--- src/rtl/alu_control.sv ---
// -----------------------------------------------------------------------------
// alu_control
//   Microsequencer that drives the control inputs of the core ALU. A one-cycle
//   command (operation, destination, carry, decimal flag) is sequenced through
//   LOAD -> [DECIMAL] -> STORE, and the ALU carry/overflow results are captured
//   at the end of STORE as processor flag updates. Every output is registered.
//
// Parameters
//   DEC_EN    1: decimal ADC/SBC insert a DECIMAL cycle and drive n_DAA/n_DSA;
//             0: n_DAA/n_DSA stay high and no extra cycle is inserted.
//
// Ports
//   PHI2      clock, rising edge
//   RES       synchronous active-high reset
//   START     command strobe (accepted in IDLE or STORE)
//   OPSEL     0 ADC,1 SBC,2 AND,3 ORA,4 EOR,5 ASL,6 LSR,7 ROL,8 ROR,9 INC,10 CMP
//   DST       result destination: 0 accumulator (SB_AC), 1 data bus (SB_DB)
//   C_IN      processor carry flag
//   D_IN      processor decimal flag
//   ACR/AVR   ALU carry / overflow results
//   ADDSEL    {NDB_ADD, DB_ADD, Z_ADD, SB_ADD} ALU input selects
//   OPS       {ANDS, EORS, ORS, SRS, SUMS} ALU operation select (one-hot or 0)
//   ADD_SB06/ADD_SB7  result bits 0-6 / bit 7 onto SB
//   SB_AC, AC_SB, SB_DB  bus transfer strobes
//   n_ACIN, n_DAA, n_DSA active-low carry-in and decimal adjust lines
//   ROR_B7    value for SB bit 7 during a ROR store
//   BUSY      command in progress
//   DONE      pulse in the STORE cycle
//   ERR       pulse for a START carrying an illegal OPSEL
//   C_OUT/V_OUT  captured carry / overflow
//   FLAG_WE   pulse in the STORE cycle; flags update at the end of it
// -----------------------------------------------------------------------------
module alu_control #(
  parameter bit DEC_EN = 1'b1
) (
  input  logic       PHI2,
  input  logic       RES,
  input  logic       START,
  input  logic [3:0] OPSEL,
  input  logic       DST,
  input  logic       C_IN,
  input  logic       D_IN,
  input  logic       ACR,
  input  logic       AVR,
  output logic [3:0] ADDSEL,
  output logic [4:0] OPS,
  output logic       ADD_SB06,
  output logic       ADD_SB7,
  output logic       SB_AC,
  output logic       AC_SB,
  output logic       SB_DB,
  output logic       n_ACIN,
  output logic       n_DAA,
  output logic       n_DSA,
  output logic       ROR_B7,
  output logic       BUSY,
  output logic       DONE,
  output logic       ERR,
  output logic       C_OUT,
  output logic       V_OUT,
  output logic       FLAG_WE
);

  typedef enum logic [1:0] {S_IDLE, S_LOAD, S_DECIMAL, S_STORE} state_t;

  localparam logic [3:0] OP_ADC = 4'd0, OP_SBC = 4'd1, OP_AND = 4'd2,
                         OP_ORA = 4'd3, OP_EOR = 4'd4, OP_ASL = 4'd5,
                         OP_LSR = 4'd6, OP_ROL = 4'd7, OP_ROR = 4'd8,
                         OP_INC = 4'd9, OP_CMP = 4'd10;

  state_t     r_state, w_state_nxt;
  logic [3:0] r_op;
  logic       r_dst, r_c, r_d;

  logic       w_can_accept, w_accept, w_err_nxt, w_dec_cycle;
  logic [3:0] w_op_nxt;
  logic       w_dst_nxt, w_c_nxt, w_d_nxt;
  logic       w_dec_add, w_dec_sub;

  logic [3:0] w_addsel;
  logic [4:0] w_ops;
  logic       w_add_sb06, w_add_sb7, w_sb_ac, w_ac_sb, w_sb_db;
  logic       w_n_acin, w_n_daa, w_n_dsa, w_ror_b7, w_done, w_flag_we;

  // Command acceptance and next state.
  always_comb begin
    // NOTE: every combinational output gets a default before any branch so no
    // path leaves a signal unassigned; an unassigned path infers a latch.
    w_can_accept = (r_state == S_IDLE) || (r_state == S_STORE);
    w_accept     = START && w_can_accept && (OPSEL <= OP_CMP);
    w_err_nxt    = START && w_can_accept && (OPSEL > OP_CMP);
    w_op_nxt     = w_accept ? OPSEL : r_op;
    w_dst_nxt    = w_accept ? DST   : r_dst;
    w_c_nxt      = w_accept ? C_IN  : r_c;
    w_d_nxt      = w_accept ? D_IN  : r_d;
    w_dec_cycle  = DEC_EN && r_d && ((r_op == OP_ADC) || (r_op == OP_SBC));

    w_state_nxt = r_state;
    case (r_state)
      S_IDLE:    w_state_nxt = w_accept ? S_LOAD : S_IDLE;
      S_LOAD:    w_state_nxt = w_dec_cycle ? S_DECIMAL : S_STORE;
      S_DECIMAL: w_state_nxt = S_STORE;
      S_STORE:   w_state_nxt = w_accept ? S_LOAD : S_IDLE;
      default:   w_state_nxt = S_IDLE;
    endcase
  end

  // Output decode for the cycle being entered, so the registered outputs line
  // up with the registered state. It uses the command that will be latched.
  always_comb begin
    w_addsel   = '0;
    w_ops      = '0;
    w_add_sb06 = 1'b0;
    w_add_sb7  = 1'b0;
    w_sb_ac    = 1'b0;
    w_ac_sb    = 1'b0;
    w_sb_db    = 1'b0;
    w_n_acin   = 1'b1;
    w_n_daa    = 1'b1;
    w_n_dsa    = 1'b1;
    w_ror_b7   = 1'b0;
    w_done     = 1'b0;
    w_flag_we  = 1'b0;

    w_dec_add = DEC_EN && w_d_nxt && (w_op_nxt == OP_ADC);
    w_dec_sub = DEC_EN && w_d_nxt && (w_op_nxt == OP_SBC);

    // Decimal adjust lines are held for the whole command, LOAD to STORE.
    if (w_state_nxt != S_IDLE) begin
      w_n_daa = ~w_dec_add;
      w_n_dsa = ~w_dec_sub;
    end

    case (w_state_nxt)
      S_LOAD: begin
        case (w_op_nxt)
          OP_ADC: begin w_ac_sb = 1'b1; w_addsel = 4'b0101; w_ops = 5'b00001; w_n_acin = ~w_c_nxt; end
          OP_SBC: begin w_ac_sb = 1'b1; w_addsel = 4'b1001; w_ops = 5'b00001; w_n_acin = ~w_c_nxt; end
          OP_CMP: begin w_ac_sb = 1'b1; w_addsel = 4'b1001; w_ops = 5'b00001; w_n_acin = 1'b0; end
          OP_AND: begin w_ac_sb = 1'b1; w_addsel = 4'b0101; w_ops = 5'b10000; end
          OP_ORA: begin w_ac_sb = 1'b1; w_addsel = 4'b0101; w_ops = 5'b00100; end
          OP_EOR: begin w_ac_sb = 1'b1; w_addsel = 4'b0101; w_ops = 5'b01000; end
          OP_ASL: begin w_sb_db = 1'b1; w_addsel = 4'b0101; w_ops = 5'b00001; end
          OP_ROL: begin w_sb_db = 1'b1; w_addsel = 4'b0101; w_ops = 5'b00001; w_n_acin = ~w_c_nxt; end
          OP_LSR,
          OP_ROR: begin w_sb_db = 1'b1; w_addsel = 4'b0101; w_ops = 5'b00010; end
          OP_INC: begin w_sb_db = 1'b1; w_addsel = 4'b0011; w_ops = 5'b00001; w_n_acin = 1'b0; end
          default: ;
        endcase
      end
      S_STORE: begin
        w_done    = 1'b1;
        w_flag_we = 1'b1;
        // CMP only produces flags; its result never reaches a register.
        if (w_op_nxt != OP_CMP) begin
          w_add_sb06 = 1'b1;
          if (w_op_nxt == OP_ROR) begin
            w_ror_b7 = w_c_nxt;  // old carry rotates into bit 7
          end else begin
            w_add_sb7 = 1'b1;
          end
          if (w_dst_nxt) w_sb_db = 1'b1;
          else           w_sb_ac = 1'b1;
        end
      end
      default: ;
    endcase
  end

  // NOTE: sequential state uses non-blocking assignments only, so every
  // register samples the pre-edge values regardless of statement order.
  always_ff @(posedge PHI2) begin
    if (RES) begin
      r_state  <= S_IDLE;
      r_op     <= OP_ADC;
      r_dst    <= 1'b0;
      r_c      <= 1'b0;
      r_d      <= 1'b0;
      ADDSEL   <= '0;
      OPS      <= '0;
      ADD_SB06 <= 1'b0;
      ADD_SB7  <= 1'b0;
      SB_AC    <= 1'b0;
      AC_SB    <= 1'b0;
      SB_DB    <= 1'b0;
      n_ACIN   <= 1'b1;
      n_DAA    <= 1'b1;
      n_DSA    <= 1'b1;
      ROR_B7   <= 1'b0;
      BUSY     <= 1'b0;
      DONE     <= 1'b0;
      ERR      <= 1'b0;
      C_OUT    <= 1'b0;
      V_OUT    <= 1'b0;
      FLAG_WE  <= 1'b0;
    end else begin
      r_state <= w_state_nxt;
      if (w_accept) begin
        r_op  <= OPSEL;
        r_dst <= DST;
        r_c   <= C_IN;
        r_d   <= D_IN;
      end
      ADDSEL   <= w_addsel;
      OPS      <= w_ops;
      ADD_SB06 <= w_add_sb06;
      ADD_SB7  <= w_add_sb7;
      SB_AC    <= w_sb_ac;
      AC_SB    <= w_ac_sb;
      SB_DB    <= w_sb_db;
      n_ACIN   <= w_n_acin;
      n_DAA    <= w_n_daa;
      n_DSA    <= w_n_dsa;
      ROR_B7   <= w_ror_b7;
      BUSY     <= (w_state_nxt != S_IDLE);
      DONE     <= w_done;
      ERR      <= w_err_nxt;
      FLAG_WE  <= w_flag_we;
      // Flags capture the ALU results on the edge that ends STORE, using the
      // command that is finishing (r_op), not one being accepted now.
      if (r_state == S_STORE) begin
        if (r_op inside {OP_ADC, OP_SBC, OP_CMP, OP_ASL, OP_LSR, OP_ROL, OP_ROR})
          C_OUT <= ACR;
        if (r_op inside {OP_ADC, OP_SBC})
          V_OUT <= AVR;
      end
    end
  end

endmodule

--- config.mk ---
export PLATFORM = sky130hd
export DESIGN_NAME = alu_control
export DESIGN_NICKNAME = d
export VERILOG_FILES = /design/src/rtl/alu_control.sv
export SDC_FILE = /design/constraint.sdc
export NUM_CORES = 1
export LEC_CHECK = 0
export CORE_MARGIN = 2
export CORE_UTILIZATION = 48
export DETAILED_ROUTE_END_ITERATION = 16
export PLACE_DENSITY = 0.85
export SLEW_MARGIN = 20
export SYNTH_ARGS = -nofsm -noshare
export SYNTH_HDL_FRONTEND = slang
export SYNTH_SLANG_ARGS = --single-unit
--- constraint.sdc ---
create_clock -name PHI2 -period 2.6 [get_ports PHI2]
set_input_delay 0.52 -clock PHI2 [delete_from_list [all_inputs] [get_ports PHI2]]
set_output_delay 0.52 -clock PHI2 [all_outputs]
set_load 0.01 [all_outputs]
=== Word level (Yosys, flattened, before mapping) ===
Index checks and enable logic that the tools add are counted.

* Flip-flop bits (word level): 32
* Output and inout bits: 24
* Logic and storage cells: 102
* Input port bits: 12

* Reduce and logical (&&, ||, !) cells: 30
* Mux-type cells: 19
* Magnitude comparators: 2
* Equality and inequality tests: 22
* Bitwise gates (word level): 8

{| class="wikitable"
|+ Operators by type and width
! cell !! number
|-
| $eq 4x3->1 const B || 7
|-
| $pmux 5 s5 || 1
|-
| $eq 4x4->1 const B || 5
|-
| $reduce_or 2->1 || 7
|-
| $mux 1 || 13
|-
| $pmux 4 s3 || 1
|-
| $reduce_or 6->1 || 2
|-
| $eq 4x1->1 const B || 2
|-
| $eq 4x2->1 const B || 2
|-
| $logic_not 4->1 || 2
|-
| $not 1->1 || 8
|-
| $reduce_or 8->1 || 1
|-
| $reduce_bool 7->1 || 1
|-
| $eq 2x2->1 const B || 3
|-
| $logic_and 1x1->1 || 6
|-
| $pmux 2 s3 || 1
|-
| $reduce_or 3->1 || 2
|-
| $reduce_or 5->1 || 1
|-
| $eq 2x1->1 const B || 2
|-
| $gt 4x4->1 const B || 1
|-
| $le 4x4->1 const B || 1
|-
| $mux 4 || 1
|-
| $ne 4x4->1 const B || 1
|-
| $pmux 1 s2 || 2
|-
| other kinds (5) || 8
|}

=== Longest topological paths before layout ===
* Depth in word-level cells: 9
* Mapped depth: 8
* Gate-level depth less buffers: 7

=== Worst setup path before layout ===
OpenSTA, ideal clock, no wires.

* Kind: reg-to-reg
* Start point: register r_state[0]
* End point: register n_ACIN
* Clock period less this slack: 2062 ps
* Stages on the path, launching flop included: 9
* Slack: 538 ps
* Required time: 2480 ps
* Buffers on the path: 1
* Setup time: 120 ps
* Arrival time: 1942 ps
* Path through: dfxtp_1 inv_1 ha_1 nand2_1 a21oi_4 buf_8 and3b_1 a2111o_1 o31a_1

* Word-level cells in the longest chain between the ends: 9
* Elaborated cells on any way between the ends: 24
* Those cells by class: 8 x eq/ne; 5 x mux; 2 x bitwise; 9 x reduce/logical

{| class="wikitable"
|+ RTL lines
! item !! line !! RTL
|-
| start: declaration || 71 || <nowiki>state_t r_state, w_state_nxt;</nowiki>
|-
| start signal: assignment || 197 || <nowiki>r_state <= w_state_nxt;</nowiki>
|-
| $eq 2x2->1 / $logic_not 2->1 (equally long branches) || 89, 99 ||
|-
| $logic_or 1x1->1 || 89 || <nowiki>w_can_accept = (r_state == S_IDLE) || (r_state == S_STORE);</nowiki>
|-
| $logic_and 1x1->1 (2 in series) || 90 || <nowiki>w_accept = START && w_can_accept && (OPSEL <= OP_CMP);</nowiki>
|-
| $mux 1 || 100, 103 ||
|-
| $pmux 2 s3 || 99 || <nowiki>case (r_state)</nowiki>
|-
| $eq 2x1->1 || 134 || <nowiki>case (w_state_nxt)</nowiki>
|-
| $not 1->1 (no line) || -- ||
|-
| $reduce_or 2->1 (no line) || -- ||
|-
| end signal: assignment || 211 || <nowiki>n_ACIN <= w_n_acin;</nowiki>
|-
| end: declaration || 52 || <nowiki>output logic n_ACIN,</nowiki>
|}

Parallel ways exist; a longest one is shown, timed or not.
A chain may end at the register's enable or synchronous reset.

=== Final worst setup path ===
* Start point: register r_state[0]
* End point: register ADDSEL[0]

* Word-level cells in the longest chain between the ends: 9
* Elaborated cells on any way between the ends: 28
* Those cells by class: 14 x eq/ne; 4 x mux; 1 x bitwise; 9 x reduce/logical

{| class="wikitable"
|+ RTL lines
! item !! line !! RTL
|-
| parallel branches: the longest is 9 deep, another holds $reduce_or 8->1 || -- ||
|-
| end signal: assignment || 204 || <nowiki>ADDSEL <= w_addsel;</nowiki>
|-
| end: declaration || 45 || <nowiki>output logic [3:0] ADDSEL,</nowiki>
|}

Parallel ways; which one is timed is not known.

==> flow_metrics.py <==
metrics = {
    "finish": {
        "num-nets-final": 218,
        "final_cells": 237,
        "seq_area_um2": 640.6,
        "multiInputGateArea_um2": 732.0,
        "fill_cells": 254,
        "area_delta_synth_final_pct": 32.15,
        "n_antenna_cell": 0,
        "drive_gt1_share_pct": 11.76,
    },
    "cts": {
        "post-cts-setup-buffers": 0,
        "cts.repair.resized": 0,
        "clk_latency_ns": 0.33,
        "clockBufferDepth": 2,
        "cts_max_level": 2,
        "cts_tree": "built",
        "numCtsBuffers": 5,
        "cts.sinks": 32,
        "cts_hold_buf": 0,
        "root_buffer": "clkbuf_4",
        "clk_pin_slew_ns": 0.10,
    },
    "route": {
        "drc": 0,
        "ant_nets": 0,
        "drt-pass1-iter-count": 4,
        "drt-initial-drc-count": 49,
        "routedWlPerCell_um": 13.83,
        "wirelength_mm": 3.278,
        "via_per_inst": 5.658,
        "vias": 1341,
    },
    "critical_path": {
        "path_cells": "inv_1 > ha_1 > nand2_1 > a21oi_4 > mux2_2 > o21ai_0 > a31oi_1",
        "start_kind": "flip-flop",
        "r2r-start": "r_state[0]",
        "cpMaxStageDelayCell": "mux2_2",
        "arrival_ns": 2.50,
        "end_kind": "flip-flop",
        "path_class": "flip-flop to flip-flop",
        "critical-path-max-stage-delay_ns": 0.41,
        "crit_start": "r_state[0]",
        "critical_path_required_ns": 2.81,
        "critPathMaxFanout": 13,
    },
    "sta": {
        "min_period_over_period_pct": 87.97,
        "tns_ns": 0,
        "tightest_slew_ns": 0.5499,
        "clock.fmax_mhz": 437.2,
        "setup-violations-final": 0,
        "min_period_ns": 2.287,
        "postLayoutSetupSlackWorst_ns": 0.3127,
        "finalMaxSlewViolations": 0,
        "rsz0062_at_grt": "no",
        "final-hold-violation-count": 0,
        "skew_ns": 0.01162,
        "max-slew-margin-rel_pct": 63.09,
    },
    "hold_path": {
        "hp-class": "flip-flop to flip-flop",
        "min_from": "V_OUT",
    },
    "floorplanning": {
        "die_w_um": 59.44,
        "rows": 20,
        "core_area_mm2": 0.002978,
        "start_util_pct": 49.54,
        "pin_count": 36,
        "fp.dieArea_mm2": 0.003533,
        "chipHeight_um": 59.44,
    },
    "power_and_ir_drop": {
        "p_leak_uw": 0.0007695,
        "powerDensity_mw_per_mm2": 1069,
        "irDropWorstVdd_uv": 576.0,
    },
    "global_routing": {
        "grt_first_pass_wirelength_mm": 5.264,
        "antenna_found_initial": 0,
        "top_usage_layer": "met2",
        "overflow": 0,
        "globalRouteMet2Util_pct": 31.87,
        "met3_usage_pct": 7.424,
        "grt_pass1_vias": 1182,
        "grt_max_degree": 14,
        "grt_util_all_layers_pct": 20.51,
        "gr-usage-met1_pct": 25.20,
    },
    "logic_synthesis": {
        "synth_area_mm2": 0.001475,
        "synthDistinctLibCells": 44,
        "synth-seq-area-share_pct": 43.43,
        "syn_inst": 161,
        "synth_ff_type": "dfxtp_1",
        "yosys_warnings": 0,
        "async_reset_ff_share_pct": 0,
        "synth_nets": 176,
        "synth_edf_count": 0,
        "ys_ff_latch": 32,
        "syn_avg_cell_area_um2": 9.163,
    },
    "run": {
        "maxCapViolations": 0,
    },
    "place": {
        "post-dp-hpwl_mm": 2.496,
        "pre_cts_ws_ns": 0.04818,
        "gp_congestion": 0.8941,
        "numPlacedInstances": 229,
        "portBuffers": 35,
    },
    "run_status": {
        "status": "finished clean",
    },
}
==> worst max-delay path, delay by kind of cell (launching register included) <==
kind	cells	cell delay (ns)
buffers and inverters	1	0.06
AOI/OAI and AO/OA	3	0.84
DFF	1	0.38
adders and majority gates	1	0.31
and+or+nand+nor	1	0.17
muxes	1	0.41
==> synth_stat cells, drive strengths merged (2+ instances only) <==
library cell	n	share of area, %
a311o	2	1.4
and2	2	0.85
a21oi	12	4.8
nand3	2	0.68
nor2	16	4.1
nor3	10	3.4
nand2	13	3.3
o21ai	5	1.7
a31oi	2	0.85
nor4	2	0.85
buf	8	4.4
mux2i	9	6.1
and3	2	0.85
and3b	2	1.2
o32ai	2	1.2
a21o	2	1.5
a2bb2oi	2	1.2
nor3b	2	1.0
clkbuf	3	0.76
nand2b	4	1.7
ha	3	2.5
mux2	2	1.5
inv	7	1.8
dfxtp	32	43
==> through the flow <==
stage                     hold slack [ns]  power [µW]  instance area (µm²)  util (%)
final                              0.4720        2084                 1949     65.46
after floorplan                    0.4763        1333                 1475         -
after CTS                          0.4824        2088                 1949     65.46
after global routing               0.5073        2226                 1949     65.46
after detailed placement           0.4651        1722                 1873     62.90
after global placement             0.4437        1704                 1873     62.90
==> routing by layer <==
| layer | vias up | routed length [µm] |
|---|---|---|
| li1 | 659 | - |
| met1 | 619 | 1396 |
| met2 | 55 | 1572 |
| met3 | 8 | 247 |
| met4 | 0 | 61 |
| met5 | - | 0 |
==> layout by cell type, fill, tap and decap left out, types with 2 or more instances in the layout <==
master / instances
ha_1: 3
dfxtp_1: 32
a31oi_1: 2
clkbuf_4: 5
a2bb2oi_1: 2
o21ai_0: 5
o32ai_1: 2
buf_4: 11
nand2_1: 13
and2_1: 2
mux2i_1: 9
a21oi_1: 11
nor4_1: 2
a311o_1: 2
inv_1: 7
nand3_1: 2
mux2_2: 2
nor3b_1: 2
nor2_1: 16
and3b_1: 2
nand2b_1: 4
clkdlybuf4s50_1: 35
nor3_1: 10
and3_1: 2
==> worst paths after layout <==
path / slack, ns / endpoint / cells past startpoint
max: 0.31 / ADDSEL[0] / 7
min reg2reg: 0.47 / V_OUT / 2
max reg2reg: 0.31 / ADDSEL[0] / 7
min: 0.47 / V_OUT / 2
==> logic make-up after synthesis <==
group	synth area share, %
buffers and inverters	6.955
DFF	43.43
muxes	7.634
AOI/OAI and AO/OA	19.76
adders and majority gates	2.545
and+or+nand+nor	19.68
==> state kept, by name, indices dropped and copies added (netlist names), 2 cells and up <==
name,flops
OPS,5
ADDSEL,4
r_op,4
r_state,2
==> final cells by class <==
class / count / share of cell area (%)
inverters: 7 / 1.348
repair buffers: 46 / 22.21
clock buffers: 6 / 2.118
flip-flops and latches: 32 / 32.86
well taps: 33 / 2.118
multi-input cells: 111 / 37.55
clock inverters: 2 / 1.797
==> where the power goes <==
part | total [µW] | leakage (µW) | switching, µW | internal, µW
Combinational | 1050 | 0.000466 | 558 | 488
Clock | 362 | 0.0000422 | 160 | 201
Sequential | 676 | 0.000261 | 68.1 | 608
Note: power is estimated with default switching activity, not from simulation.
